[config.mk]
export PLATFORM = sky130hd
export DESIGN_NAME = counter
export DESIGN_NICKNAME = d
export VERILOG_FILES = /design/src/rtl/counter.sv
export SDC_FILE = /design/constraint.sdc
export NUM_CORES = 1
export LEC_CHECK = 0
export ABC_AREA = 1
export CAP_MARGIN = 20
export CORE_AREA = 5 5 42 44
export CTS_BUF_LIST = sky130_fd_sc_hd__clkbuf_4
export CTS_CLUSTER_SIZE = 14
export DETAILED_ROUTE_END_ITERATION = 8
export DIE_AREA = 0 0 47 49
export GPL_ROUTABILITY_DRIVEN = 0
export GPL_TIMING_DRIVEN = 0
export PLACE_DENSITY = 0.31
export SYNTH_ARGS = -nofsm -noshare
export SYNTH_HDL_FRONTEND = slang
export SYNTH_SLANG_ARGS = --single-unit
export TNS_END_PERCENT = 1
[constraint.sdc]
create_clock -name clock -period 1.53 [get_ports clock]
set_input_delay 0.306 -clock clock [delete_from_list [all_inputs] [get_ports clock]]
set_output_delay 0.306 -clock clock [all_outputs]
set_load 0.02 [all_outputs]
[src/rtl/counter.sv]
// Free-running unsigned up-counter, modulo 2^WIDTH.
// Asynchronous active-low clear; output comes straight from the state register.
module counter #(
    parameter int WIDTH = 4
) (
    input  logic             clock,
    input  logic             reset,
    output logic [WIDTH-1:0] count
);

    logic [WIDTH-1:0] r_count;
    logic [WIDTH-1:0] w_next;

    // Carry-out is dropped so the all-ones value rolls over to zero.
    assign w_next = r_count + WIDTH'(1);

    always_ff @(posedge clock or negedge reset) begin
        if (!reset) begin
            r_count <= '0;
        end else begin
            r_count <= w_next;
        end
    end

    assign count = r_count;

endmodule

# Word level (Yosys, flattened, before mapping)

Cells that the tools add are included.

Add/subtract/negate cells: 1

Operators with widths:

| operator                                    | count |
|---|---|
| adder 4 x 1 -> 4 bit, second input constant | 1 |

Register bits: 4
Input bits: 2
Output and inout port bits: 4

# Depth between registers and ports, before layout

Gate-level depths: netlist of the first run.

Depth in word-level cells: 1
Mapped depth: 3

# Least setup slack after synthesis of the first run

Ideal clock, no wire load.

Kind: register to register
From: register r_count[0], in the netlist count[0]
To: register r_count[2], in the netlist count[2]
Library setup time: 0.132 ns
Arrival: 0.832 ns
Path slack: 0.566 ns
Stages on the path, launching flop included: 3
Buffers on the path: 0
Clock period less this slack: 0.964 ns
Path through: dfrtp_1 > ha_1 > xor2_1

Longest elaborated chain between the ends: 1

Ends and longest elaborated chain:

| what                   | line | RTL |
|---|---|---|
| from (decl)            | 11   | `logic [WIDTH-1:0] r_count;` |
| from (signal assigned) | 21   | `r_count <= w_next;` |
| adder 4 x 1 -> 4 bit   | 15   | `assign w_next = r_count + WIDTH'(1);` |
| via w_next[2]          | 12   | `logic [WIDTH-1:0] w_next;` |

The timed path passes the listed nets, and every way through them passes these cells.

# Worst setup path after layout of the first run

From: register r_count[0], in the netlist count[0]
To: output port count[0]

RTL lines:

| what      | line | RTL |
|---|---|---|
| to (decl) | 8    | `output logic [WIDTH-1:0] count` |

No word-level cell between the ends.

==> qor.yml, run 1 <==
synth_area_leaders: "dfrtp_1, ha_1, xor2_1"
diodes: 0
rows: 14
syn_inst: 12
route.detailed.drc: 0
rsz0062_at_grt: "no"
end_kind: "output pin"
drive_gt1_share_pct: 15.0
path_cells: "dlygate4sd2_1"
cp_slowest_stage_delay_ps: 400
syn_avg_cell_area_um2: 12.3
antenna_found_initial: 0
antenna_left: 0
cellLeakagePower_nw: 0.145
initial_core_util_pct: 10.5
worstSkewPairLatency_ps: 230
final.setup.tns_ps: 0
pwr_density_cell_mw_per_mm2: 990
dieWidth_um: 47
first_pass_iters: 3
critPathSlowestCell: "dfrtp_1"
core_area_mm2: 0.00140
io_pins: 6
die_y_um: 49
finalWorstSetupSlack_ps: 236
synth.largest_area_cell: "dfrtp_1"
startpoint: "count[0]"
crit_type: "reg -> out"
fillers: 165
cts_buffers: 3
crit_arrival_ps: 990
maxCapViolCount: 0
grt_pass1_wl_um: 414
period_minus_slack_ps: 1290
grt.met3_usage_pct: 5.17
grt_max_degree: 6
syn_area_um2: 148
r2r_slack_ps: 640
finalNetCount: 25
stdcell_count: 36
fp.dieArea_mm2: 0.00230
synth_cell_types: 7
post_cts_buffers: 0
num_vias: 109
place_inst: 33
wl_per_cell_um: 7.81
reg2reg_from: "count[0]"
layout_commonest_cell: "dfrtp_1"
cts_max_level: 1
crit_fanout: 5
root_buffer: "clkbuf_4"
crit_buf_inv: 1
grt-busiest-layer: "met3"
ys_seq_area_share_pct: 67.8
synth_top_area_share_pct: 67.8
reg2regPathDepth: 2
use_met1_pct: 3.34
hold_viol: 0
fin_crit_sh_pct: 84.6
track_usage_pct: 3.11
initialDrtViolationCount: 6
status: "finished, final reports clean"
clk_path_buf_depth: 2
timing.rr.end: "count[2]"
crit_end: "count[0]"
area_delta_synth_final_pct: 61.9
ys_seq_elements: 4
worst_setup_hold_path_clk_slew_ps: 40
slew_headroom_pct: 84.6
fmax_ghz: 0.773
grt_pass1_vias: 104
gr-usage-met2_pct: 2.04
overflow: 0
setup_viol: 0
cts.sinks: 4
max-vdd-ir-drop_uv: 253
hold_path.class: "in -> async"
critical_path_cell_count: 1
final_cell_mix: "dfrtp_1, clkbuf_4, dlygate4sd2_1"
cp_top_family: "flip-flops"
drv_slew: 0
largest_reg_flops: 4
dp_slack_ps: 189
critical_path_required_ps: 1220
tightestPinTransition_ps: 230
critPathLaunchType: "register"
clock_skew_ps: 3.31
syn_nets: 15
cts_tree: "built"
vias_per_cell: 3.03
ys_warn_count: 0
wl_um: 281
portBuffers: 5
[timing repair]
action,in CTS,in global routing
hold endpoints to repair,0,0
resized for setup,3,1
setup endpoints to repair,3,1
hold buffers,0,0
[report_power, final]
part / internal, W / switching [W] / leakage (nW) / total (W)
registers: 0.000106 / 0 / 0.0518 / 0.000106
clock network: 0.0000873 / 0.0000384 / 0.0138 / 0.000126
logic: 0.00000227 / 0.00000205 / 0.0798 / 0.00000433
total: 0.000196 / 0.0000405 / 0.145 / 0.000237
[layer usage]
metal | part of all wire, % | wire length (µm)
met5 | 0 | 0
met4 | 0 | 0
met3 | 21 | 58
met2 | 28 | 80
met1 | 51 | 142
[cells in the mapped netlist]
cell type / instances
nand4_1: 1
nand2_1: 2
inv_1: 2
xor2_1: 1
dfrtp_1: 4
ha_1: 1
nand3_1: 1
[worst min path at each step]
| stage | endpoint | slack, ps | depth (start not counted) |
|---|---|---|---|
| 6_report | count[3] | 280 | 1 |
| 5_1_grt | count[3] | 290 | 1 |
| 4_1_cts | count[3] | 280 | 1 |
| 3_5_place_dp | count[3] | 490 | 2 |
| 3_3_place_gp | count[3] | 490 | 2 |
| 2_1_floorplan | count[0] | 10 | 0 |
[cells by family after synthesis]
family / after synthesis / synth area share, %
XOR/XNOR: 1 / 5.93
adder cells (fa/ha/maj): 1 / 8.47
buffers and inverters: 2 / 5.09
flip-flops: 4 / 67.8
AND/OR/NAND/NOR: 4 / 12.7
[layout make-up]
class / count / area [µm²] / share of cell area (%)
Sequential cell: 4 / 100 / 41.9
Timing Repair Buffer: 5 / 48.8 / 20.4
Multi-Input combinational cell: 6 / 40.0 / 16.8
Clock buffer: 3 / 22.5 / 9.42
Tap cell: 16 / 20.0 / 8.38
Inverter: 2 / 7.51 / 3.14
[metrics by stage]
stage | utilization (%) | cell area (µm²) | power, W | hold WS (ps)
3_5_place_dp | 15.5 | 218 | 0.000112 | 487
5_1_grt | 17.1 | 239 | 0.000252 | 286
6_report | 17.1 | 239 | 0.000237 | 283
2_1_floorplan | - | 148 | 0.000108 | 10.4
3_3_place_gp | 15.5 | 218 | 0.000112 | 488
4_1_cts | 16.9 | 236 | 0.000243 | 281
Note: power is estimated with default switching activity, not from simulation.
==> run 2, diff against run 1 <==
--- a/config.mk
+++ b/config.mk
@@ -14,7 +14,7 @@
 export DIE_AREA = 0 0 47 49
 export GPL_ROUTABILITY_DRIVEN = 0
 export GPL_TIMING_DRIVEN = 0
-export PLACE_DENSITY = 0.31
+export PLACE_DENSITY = 0.32
 export SYNTH_ARGS = -nofsm -noshare
 export SYNTH_HDL_FRONTEND = slang
 export SYNTH_SLANG_ARGS = --single-unit
==> constraint.sdc (replaced) <==
create_clock -name clock -period 1.19 [get_ports clock]
set_input_delay 0.238 -clock clock [delete_from_list [all_inputs] [get_ports clock]]
set_output_delay 0.238 -clock clock [all_outputs]
set_load 0.02 [all_outputs]
==> run 2 against run 1 <==
  * Critical endpoint is now count[2]
  * Critical path type unchanged
  * Die area unchanged
  * Final cell count unchanged
  * Combinational power increased by 28%
  * Total power increased by 28%
==> qor.yml, run 2 (same netlist as run 1, synthesis figures left out) <==
status: "finished, final reports clean"
multi_input_area_um2: 40.0
finalNetCount: 25
initialDrtViolationCount: 2
fp.dieArea_mm2: 0.00230
cts_tree: "built"
cts_buffers: 3
drive_gt1_share_pct: 35.0
post_cts_buffers: 0
track_usage_pct: 4.03
final_cell_mix: "dfrtp_1, clkbuf_4, clkbuf_2"
period_minus_slack_ps: 1140
drv_slew: 0
vias_per_cell: 3.03
antenna_found_initial: 0
rsz0062_at_grt: "no"
fillers: 158
critPathSlowestCell: "dfrtp_1"
rows: 14
layout_commonest_cell: "dfrtp_1"
crit_type: "reg -> out"
cts_resized: 8
final.setup.tns_ps: 0
maxCapViolCount: 0
pwr_density_cell_mw_per_mm2: 1330
crit_arrival_ps: 910
end_kind: "output pin"
setup_viol: 0
first_pass_iters: 2
portBuffers: 5
num_vias: 109
critical_path_required_ps: 950
wl_per_cell_um: 7.86
max-vdd-ir-drop_uv: 672
crit_buf_inv: 1
tightestPinTransition_ps: 196
io_pins: 6
area_delta_synth_final_pct: 53.4
cts.sinks: 4
dieWidth_um: 47
clk_path_buf_depth: 2
hold_viol: 0
cts_max_level: 1
slew_headroom_pct: 86.9
critPathLaunchType: "register"
hold_path.class: "in -> async"
hold_ws_ps: 218
cellLeakagePower_nw: 0.121
grt_pass1_wl_um: 558
antenna_left: 0
route.detailed.drc: 0
worstSkewPairLatency_ps: 230
fmax_ghz: 0.874
overflow: 0
die_y_um: 49
grt_max_degree: 6
diodes: 0
wl_um: 283
hold_buffers: 0
path_cells: "clkdlybuf4s15_2"
clock_skew_ps: 1.95
root_buffer: "clkbuf_4"
cp_top_family: "flip-flops"
grt_pass1_vias: 138
fin_crit_sh_pct: 96.1
core_area_mm2: 0.00140
cp_slowest_stage_delay_ps: 410
crit_fanout: 4
layout.area.seq_um2: 100
worst_setup_hold_path_clk_slew_ps: 30
initial_core_util_pct: 10.5
largest_reg_flops: 4
==> run 2: stage by stage <==
stage / util [%] / setup slack, ps / cells / area, µm² / total power, W
3_5_place_dp: 15.5 / -66.6 / 33 / 218 / 0.000144
2_1_floorplan: - / 226 / 12 / 148 / 0.000139
5_1_grt: 16.2 / 3.73 / 36 / 226 / 0.000331
6_report: 16.2 / 46.1 / 36 / 226 / 0.000302
3_3_place_gp: 15.5 / -62.3 / 33 / 218 / 0.000144
4_1_cts: 17.1 / -20.6 / 36 / 240 / 0.000313
==> run 2: final cells by class <==
cell class	count	share of cell area, %
inverters	2	3.31
clock buffers	3	9.94
flip-flops and latches	4	44.2
multi-input cells	6	17.7
repair buffers	5	16.0
well taps	16	8.84
==> run 2: where the power goes <==
part           switching, W  internal [W]   total [W]  leakage [nW]
clock network     0.0000472      0.000112    0.000159        0.0138
registers                 0      0.000137    0.000137        0.0518
logic            0.00000263    0.00000292  0.00000555        0.0556
==> run 2: path summary, 6_finish.rpt <==
kind                            startpoint       end  slack, ps  cells past startpoint
worst min-delay path                 reset  count[2]        220                      1
max in group asynchronous            reset  count[0]        800                      1
min in group clock                count[0]  count[0]        500                      1
worst max-delay path              count[2]  count[2]         50                      1
worst max register to register    count[0]  count[2]        290                      2
worst min register to register    count[0]  count[0]        500                      1
==> run 2: routing by layer <==
metal / wire [µm] / global-route usage, % / part of all wire, %
met1: 125 / 4.22 / 44
met2: 69 / 3.17 / 24
met3: 88 / 7.75 / 31
met4: 0 / 1.38 / 0
met5: 0 / 0 / 0
==> run 3, diff against run 2 <==
--- a/config.mk
+++ b/config.mk
@@ -14,6 +14,7 @@
 export DIE_AREA = 0 0 47 49
 export GPL_ROUTABILITY_DRIVEN = 0
 export GPL_TIMING_DRIVEN = 0
+export HOLD_SLACK_MARGIN = 0.03
 export PLACE_DENSITY = 0.32
 export SYNTH_ARGS = -nofsm -noshare
 export SYNTH_HDL_FRONTEND = slang
==> results of run 3 <==
The final DEF is identical to that of run 2; final timing and power are the same.
